**config.mk**
```make
export PLATFORM = sky130hd
export DESIGN_NAME = mem_access_arbiter
export DESIGN_NICKNAME = d
export VERILOG_FILES = /design/src/rtl/mem_access_arbiter.sv
export SDC_FILE = /design/constraint.sdc
export NUM_CORES = 1
export LEC_CHECK = 0
export BUFFER_PORTS_ARGS = -buffer_cell sky130_fd_sc_hd__buf_2
export CAP_MARGIN = 20
export CORE_MARGIN = 2
export CORE_UTILIZATION = 45
export CTS_CLUSTER_DIAMETER = 100
export DETAILED_ROUTE_END_ITERATION = 10
export PLACE_DENSITY = 0.78
export SLEW_MARGIN = 10
export SYNTH_ARGS = -nofsm -noshare
export SYNTH_HDL_FRONTEND = slang
export SYNTH_SLANG_ARGS = --single-unit
```
**constraint.sdc**
```tcl
create_clock -name clk -period 1.8 [get_ports clk]
set_input_delay 0.09 -clock clk [delete_from_list [all_inputs] [get_ports clk]]
set_output_delay 0.09 -clock clk [all_outputs]
set_load 0.03 [all_outputs]
```
**src/rtl/mem_access_arbiter.sv**
```systemverilog
// Arbiter sequencing a single-port unified memory between instruction fetch and data load/store.
// One transaction in flight: IDLE (grant) -> ACCESS (memory cycle) -> RESP (done pulse).
module mem_access_arbiter #(
    parameter int ADDR_W     = 12,
    parameter int DATA_W     = 16,
    parameter int STARVE_MAX = 4
) (
    input  logic              clk,
    input  logic              rst,
    input  logic              f_req,
    input  logic [ADDR_W-1:0] f_addr,
    output logic              f_ack,
    output logic              f_done,
    output logic [DATA_W-1:0] f_rdata,
    input  logic              d_req,
    input  logic              d_we,
    input  logic [ADDR_W-1:0] d_addr,
    input  logic [DATA_W-1:0] d_wdata,
    output logic              d_ack,
    output logic              d_done,
    output logic [DATA_W-1:0] d_rdata,
    output logic [ADDR_W-1:0] mem_addr,
    output logic              mem_we,
    output logic [DATA_W-1:0] mem_wdata,
    input  logic [DATA_W-1:0] mem_rdata,
    output logic              busy
);

    typedef enum logic [1:0] {IDLE, ACCESS, RESP} state_t;

    localparam logic [3:0] STARVE_LIM = 4'(STARVE_MAX);

    state_t            state_q, state_d;
    logic [3:0]        starve_q, starve_d;
    logic              sel_f_q, sel_f_d;
    logic              we_q, we_d;
    logic [ADDR_W-1:0] addr_q, addr_d;
    logic [DATA_W-1:0] wdata_q, wdata_d;
    logic [DATA_W-1:0] f_rdata_q, f_rdata_d;
    logic [DATA_W-1:0] d_rdata_q, d_rdata_d;
    logic              fetch_wins;

    // Handshake: req is a level sampled only in IDLE; ack marks the ACCESS cycle, done the RESP
    // cycle, and a req still high in the next IDLE cycle starts a new transaction.
    assign fetch_wins = f_req && (!d_req || (starve_q == STARVE_LIM));

    always_comb begin
        state_d   = state_q;
        starve_d  = starve_q;
        sel_f_d   = sel_f_q;
        we_d      = we_q;
        addr_d    = addr_q;
        wdata_d   = wdata_q;
        f_rdata_d = f_rdata_q;
        d_rdata_d = d_rdata_q;
        case (state_q)
            IDLE: begin
                if (f_req || d_req) begin
                    state_d = ACCESS;
                    sel_f_d = fetch_wins;
                    if (fetch_wins) begin
                        addr_d   = f_addr;
                        we_d     = 1'b0;
                        starve_d = 4'd0;
                    end else begin
                        addr_d  = d_addr;
                        we_d    = d_we;
                        wdata_d = d_wdata;
                        // Only a data grant that overtakes a waiting fetch counts toward starvation.
                        if (!f_req)
                            starve_d = 4'd0;
                        else if (starve_q != STARVE_LIM)
                            starve_d = starve_q + 4'd1;
                    end
                end
            end
            ACCESS: begin
                state_d = RESP;
                if (!we_q) begin
                    if (sel_f_q) f_rdata_d = mem_rdata;
                    else         d_rdata_d = mem_rdata;
                end
            end
            RESP:    state_d = IDLE;
            default: state_d = IDLE;
        endcase
    end

    always_ff @(posedge clk) begin
        if (rst) begin
            state_q   <= IDLE;
            starve_q  <= 4'd0;
            sel_f_q   <= 1'b0;
            we_q      <= 1'b0;
            addr_q    <= '0;
            wdata_q   <= '0;
            f_rdata_q <= '0;
            d_rdata_q <= '0;
        end else begin
            state_q   <= state_d;
            starve_q  <= starve_d;
            sel_f_q   <= sel_f_d;
            we_q      <= we_d;
            addr_q    <= addr_d;
            wdata_q   <= wdata_d;
            f_rdata_q <= f_rdata_d;
            d_rdata_q <= d_rdata_d;
        end
    end

    assign f_ack     = (state_q == ACCESS) && sel_f_q;
    assign d_ack     = (state_q == ACCESS) && !sel_f_q;
    assign f_done    = (state_q == RESP) && sel_f_q;
    assign d_done    = (state_q == RESP) && !sel_f_q;
    assign busy      = (state_q != IDLE);
    // Gated by rst so a reset during ACCESS suppresses the pending write.
    assign mem_we    = (state_q == ACCESS) && we_q && !rst;
    assign mem_addr  = addr_q;
    assign mem_wdata = wdata_q;
    assign f_rdata   = f_rdata_q;
    assign d_rdata   = d_rdata_q;

endmodule

```
# Word-level counts from Yosys, hierarchy flattened
# Index checks and enable logic that the tools add are counted.
[word_totals] regBits=68 input_bits=61 out_inout_bits=66 word_cells=44
[classes] n_addsub=1 eq_ne=6 muxes=7 bitwise_logic=3 reduce_logical=19
[ops] op="$mux 12" count=1
[ops] op="$mux 4" count=3
[ops] op="$reduce_and 3->1" count=4
[ops] op="$logic_and 1x1->1" count=7
[ops] op="$add 4x1->4 const B" count=1
[ops] op="$eq 4x3->1 const B" count=1
[ops] op="$ne 4x3->1 const B" count=1
[ops] op="$pmux 2 s2" count=1
[ops] op="$logic_not 1->1" count=3
[ops] op="$ne 3x1->1 const B" count=1
[ops] op="$not 1->1" count=3
[ops] op="$eq 2x1->1 const B" count=1
[ops] op="$eq 2x2->1 const B" count=1
[ops] op="$logic_not 2->1" count=1
[ops] op="$logic_or 1x1->1" count=2
[ops] op="$mux 2" count=1
[ops] op="$ne 2x2->1 const B" count=1
[ops] op="$reduce_and 2->1" count=1
[ops] op="$reduce_bool 2->1" count=1
[ops] op="$mux 1" count=1

# Longest topological paths before layout
[logic_depth] word_depth=5 mapped_depth=8 depth_no_buf=6

# Worst setup path after synthesis
# OpenSTA, ideal clock, no wires.
[synth_path] kind="register to register" from="reg starve_q[0]" to="reg addr_q[5] (netlist: mem_addr[5])" setup_ps=134 arrival_time_ps=1356 required_time_ps=1666 slack_ps=310 path_stages_with_launch=8 path_buffers=1 period_less_slack_ps=1490 path_cell_list="dfxtp_1 inv_1 ha_1 and3b_1 o21a_1 buf_4 a21oi_1 a211oi_1"
[synth_via] elab_chain_len=4
[synth_rtl] element="from (decl)" line="34" source="logic [3:0] starve_q, starve_d;"
[synth_rtl] element="from (signal assigned)" line="101" source="starve_q <= starve_d;"
[synth_rtl] element="$eq 4x3->1" line="45" source="assign fetch_wins = f_req && (!d_req || (starve_q == STARVE_LIM));"
[synth_rtl] element="$logic_or 1x1->1" line="45"
[synth_rtl] element="$logic_and 1x1->1" line="45"
[synth_rtl] element="$mux 12" line="61" source="if (fetch_wins) begin"
[synth_rtl] element="to (signal assigned)" line="104" source="addr_q <= addr_d;"
[synth_rtl] element="to (decl)" line="37" source="logic [ADDR_W-1:0] addr_q, addr_d;"
# No other way between the ends.
# A chain may end at the register's enable or synchronous reset.

# Final worst setup path
[layout_path] from="reg starve_q[0]" to="reg addr_q[10] (netlist: mem_addr[10])"
# Same word-level chain as after synthesis.

==> results.sh <==
export IMPL_drive_gt1_frac=0.322
export IMPL_pre_cts_ws_ns=0.123
export IMPL_fin_setup_tns_ns=0
export IMPL_hpwlAfterDp_um=4490
export IMPL_finalSetupViolCount=0
export IMPL_overflow=0
export IMPL_first_pass_iters=4
export IMPL_endpoint="mem_addr[10]"
export IMPL_critPathKind="reg2reg"
export IMPL_drtAntennaViolNets=0
export IMPL_syn_area_um2=2660
export IMPL_multiInputGateArea_um2=1160
export IMPL_die_w_um=80.8
export IMPL_maxSlewViolCount=0
export IMPL_yosysWarnings=0
export IMPL_cts_root_buffer="clkbuf_8"
export IMPL_nNetsFinal=548
export IMPL_critPathArrivalTime_ns=1.87
export IMPL_cp_start_kind="flop"
export IMPL_crit_required_ns=2.02
export IMPL_syn_instance_count=333
export IMPL_drt_iter0_drc=82
export IMPL_crit_fanout=13
export IMPL_antenna_found_initial=0
export IMPL_vdd_drop_max_v=0.000484
export IMPL_fin_ws_ns=0.153
export IMPL_max_slew_margin_rel=0.514
export IMPL_postCtsSetupBuffers=0
export IMPL_grtUsageTotal=0.212
export IMPL_rows=27
export IMPL_path_clk_slew_ns=0.07
export IMPL_synth_top_area_cell="dfxtp_1"
export IMPL_wl_per_cell_um=12.1
export IMPL_h_tree_depth=3
export IMPL_p_per_area_nw_per_um2=896
export IMPL_routabilityCongestion=0.767
export IMPL_skew_ns=0.00731
export IMPL_power_leakage_nw=1.73
export IMPL_cpMaxStageDelayCell="dfxtp_1"
export IMPL_r2r_end="mem_addr[10]"
export IMPL_reg2reg_slack_ns=0.15
export IMPL_max_cap_viol_count=0
export IMPL_worst_pin_slew_ns=0.729
export IMPL_area_growth_pct=41.4
export IMPL_status="complete, no violations"
export IMPL_die_y_um=80.8
export IMPL_hold_violations=0
export IMPL_cpPeakStageDelay_ns=0.37
export IMPL_cts_tree="built"
export IMPL_regArea_um2=1360
export IMPL_synth_area_leaders="dfxtp_1, nand2_1, a21oi_1"
export IMPL_fillerInstances=513
export IMPL_reg2reg_from="starve_q[0]"
export IMPL_ys_seq_area_frac=0.513
export IMPL_cp_cell_sequence="inv_1 -> ha_1 -> and3b_1 -> o21ai_2 -> buf_4 -> nand2_1 -> a211oi_1"
export IMPL_grt_max_degree=34
export IMPL_ys_types=30
export IMPL_startpoint="starve_q[0]"
export IMPL_start_util=0.473
export IMPL_worstRegToRegCells=7
export IMPL_ys_seq_elements=68
export IMPL_viasPerCell=4.97
export IMPL_min_period_ns=1.65
export IMPL_grt_pass1_vias=2628
export IMPL_route_detailed_drc=0
export IMPL_core_area_um2=5610
export IMPL_syn_num_nets=396
export IMPL_cp_end_kind="flop"
export IMPL_port_buffers=126
export IMPL_clk_latency_ns=0.33
export IMPL_pin_count=127
export IMPL_cts_buffers=9
export IMPL_rsz0062_at_grt="false"
export IMPL_fmax_ghz=0.607
export IMPL_routed_wl_um=6760
export IMPL_period_share=0.915
export IMPL_cts_max_path_buffers=2
export IMPL_die_area_um2=6530
export IMPL_clkSinkCount=68
export IMPL_grt_first_pass_wirelength_um=11000
export IMPL_synth_top_area_frac=0.513
export IMPL_syn_area_per_cell_um2=7.97
export IMPL_vias=2783
export IMPL_n_antenna_cell=0
export IMPL_hold_path_class="in2reg"
## state kept, by name, summed over array words and instances (netlist names)
name and count:
mem_addr 12, sel_f_q 1, state_q 2, we_q 1, mem_wdata 16, f_rdata 16
starve_q 4, d_rdata 16
## critical path, delay by kind of cell (launching register included)
kind	cells	cell delay, ns
AO/OA/AOI/OAI	2	0.38
adder cells (fa/ha/maj)	1	0.21
buffers and inverters	2	0.27
flip-flops	1	0.37
AND/OR/NAND/NOR	2	0.30
## layout make-up
cell class              count  area share
clock buffers              12      0.0387
clock inverters             2     0.00333
inverters                   5     0.00500
multi-input cells         239       0.308
flip-flops and latches     68       0.363
well taps                  72      0.0240
repair buffers            162       0.258
## worst min-delay path by stage
stage | slack [ns] | cells past startpoint | from | end
after floorplan | 0.23 | 2 | mem_rdata[15] | f_rdata[15]
after global placement | 0.33 | 3 | d_wdata[1] | mem_wdata[1]
after detailed placement | 0.34 | 3 | d_wdata[7] | mem_wdata[7]
after CTS | 0.0004 | 3 | mem_rdata[4] | d_rdata[4]
after global routing | 0.01 | 3 | mem_rdata[4] | f_rdata[4]
final | 0.009 | 3 | d_wdata[13] | mem_wdata[13]
## cell usage after synthesis (all sizes together)
cell type and count:
and2 1, nand4b 1, o311a 1, and3 1
dfxtp 68, nand2 115, buf 12, nand3 7
nor3b 2, nand2b 1, o21ai 2, or3 2
inv 5, a211oi 12, a21oi 64, ha 2
and3b 1, o21a 2, nor2b 1, nor2 19
clkbuf 9, a31oi 2, nor3 3
## metrics by stage
step,cells,hold slack (ns),instance area (um^2),power [mW],util
after global placement,519,0.330,3320,2.30,0.593
after CTS,560,0.000441,3750,3.40,0.669
after detailed placement,519,0.338,3320,2.31,0.593
final,560,0.00926,3750,3.36,0.669
after global routing,560,0.0134,3750,3.53,0.669
after floorplan,333,0.226,2660,2.10,-
## where the power goes
| group | total (mW) | switching, mW | internal (mW) | leakage, nW |
|---|---|---|---|---|
| Clock | 1.03 | 0.514 | 0.521 | 0.0783 |
| Sequential | 1.64 | 0.0506 | 1.59 | 0.556 |
| Combinational | 0.685 | 0.436 | 0.248 | 1.10 |
## cell families (layout without fill, tap and decap cells)
family / Yosys count / count (layout) / share of synthesized area
simple gates: 154 / 154 / 0.251
compound gates: 83 / 83 / 0.175
flops: 68 / 68 / 0.513
buf+inv: 26 / 181 / 0.0518
fa+ha+maj: 2 / 2 / 0.00942
## timing repair
| item | CTS | global route |
|---|---|---|
| hold buffers | 27 | 0 |
| setup endpoints to repair | 0 | 8 |
| resized for setup | 0 | 1 |
| endpoints found under the hold margin | 28 | 0 |
## placed cells by master, fill, tap and decap left out, types with 4 or more instances in the layout
master,n
buf_2,126
nand2_1,113
dfxtp_1,68
a21oi_1,64
dlygate4sd3_1,27
nor2_1,18
a211oi_1,12
clkbuf_8,10
buf_4,9
nand3_1,7
inv_1,4
## per-layer routing
layer  vias to the layer above  wire length (um)  global-route usage  part of all wire
li1                       1404                 -                   -                 -
met1                      1255              2960               0.257              0.44
met2                       107              3180               0.358              0.47
met3                        17               476              0.0489             0.070
met4                         0               145              0.0949             0.021
met5                         -                 0                   0                 0
Power figures use the tool's default switching activity.
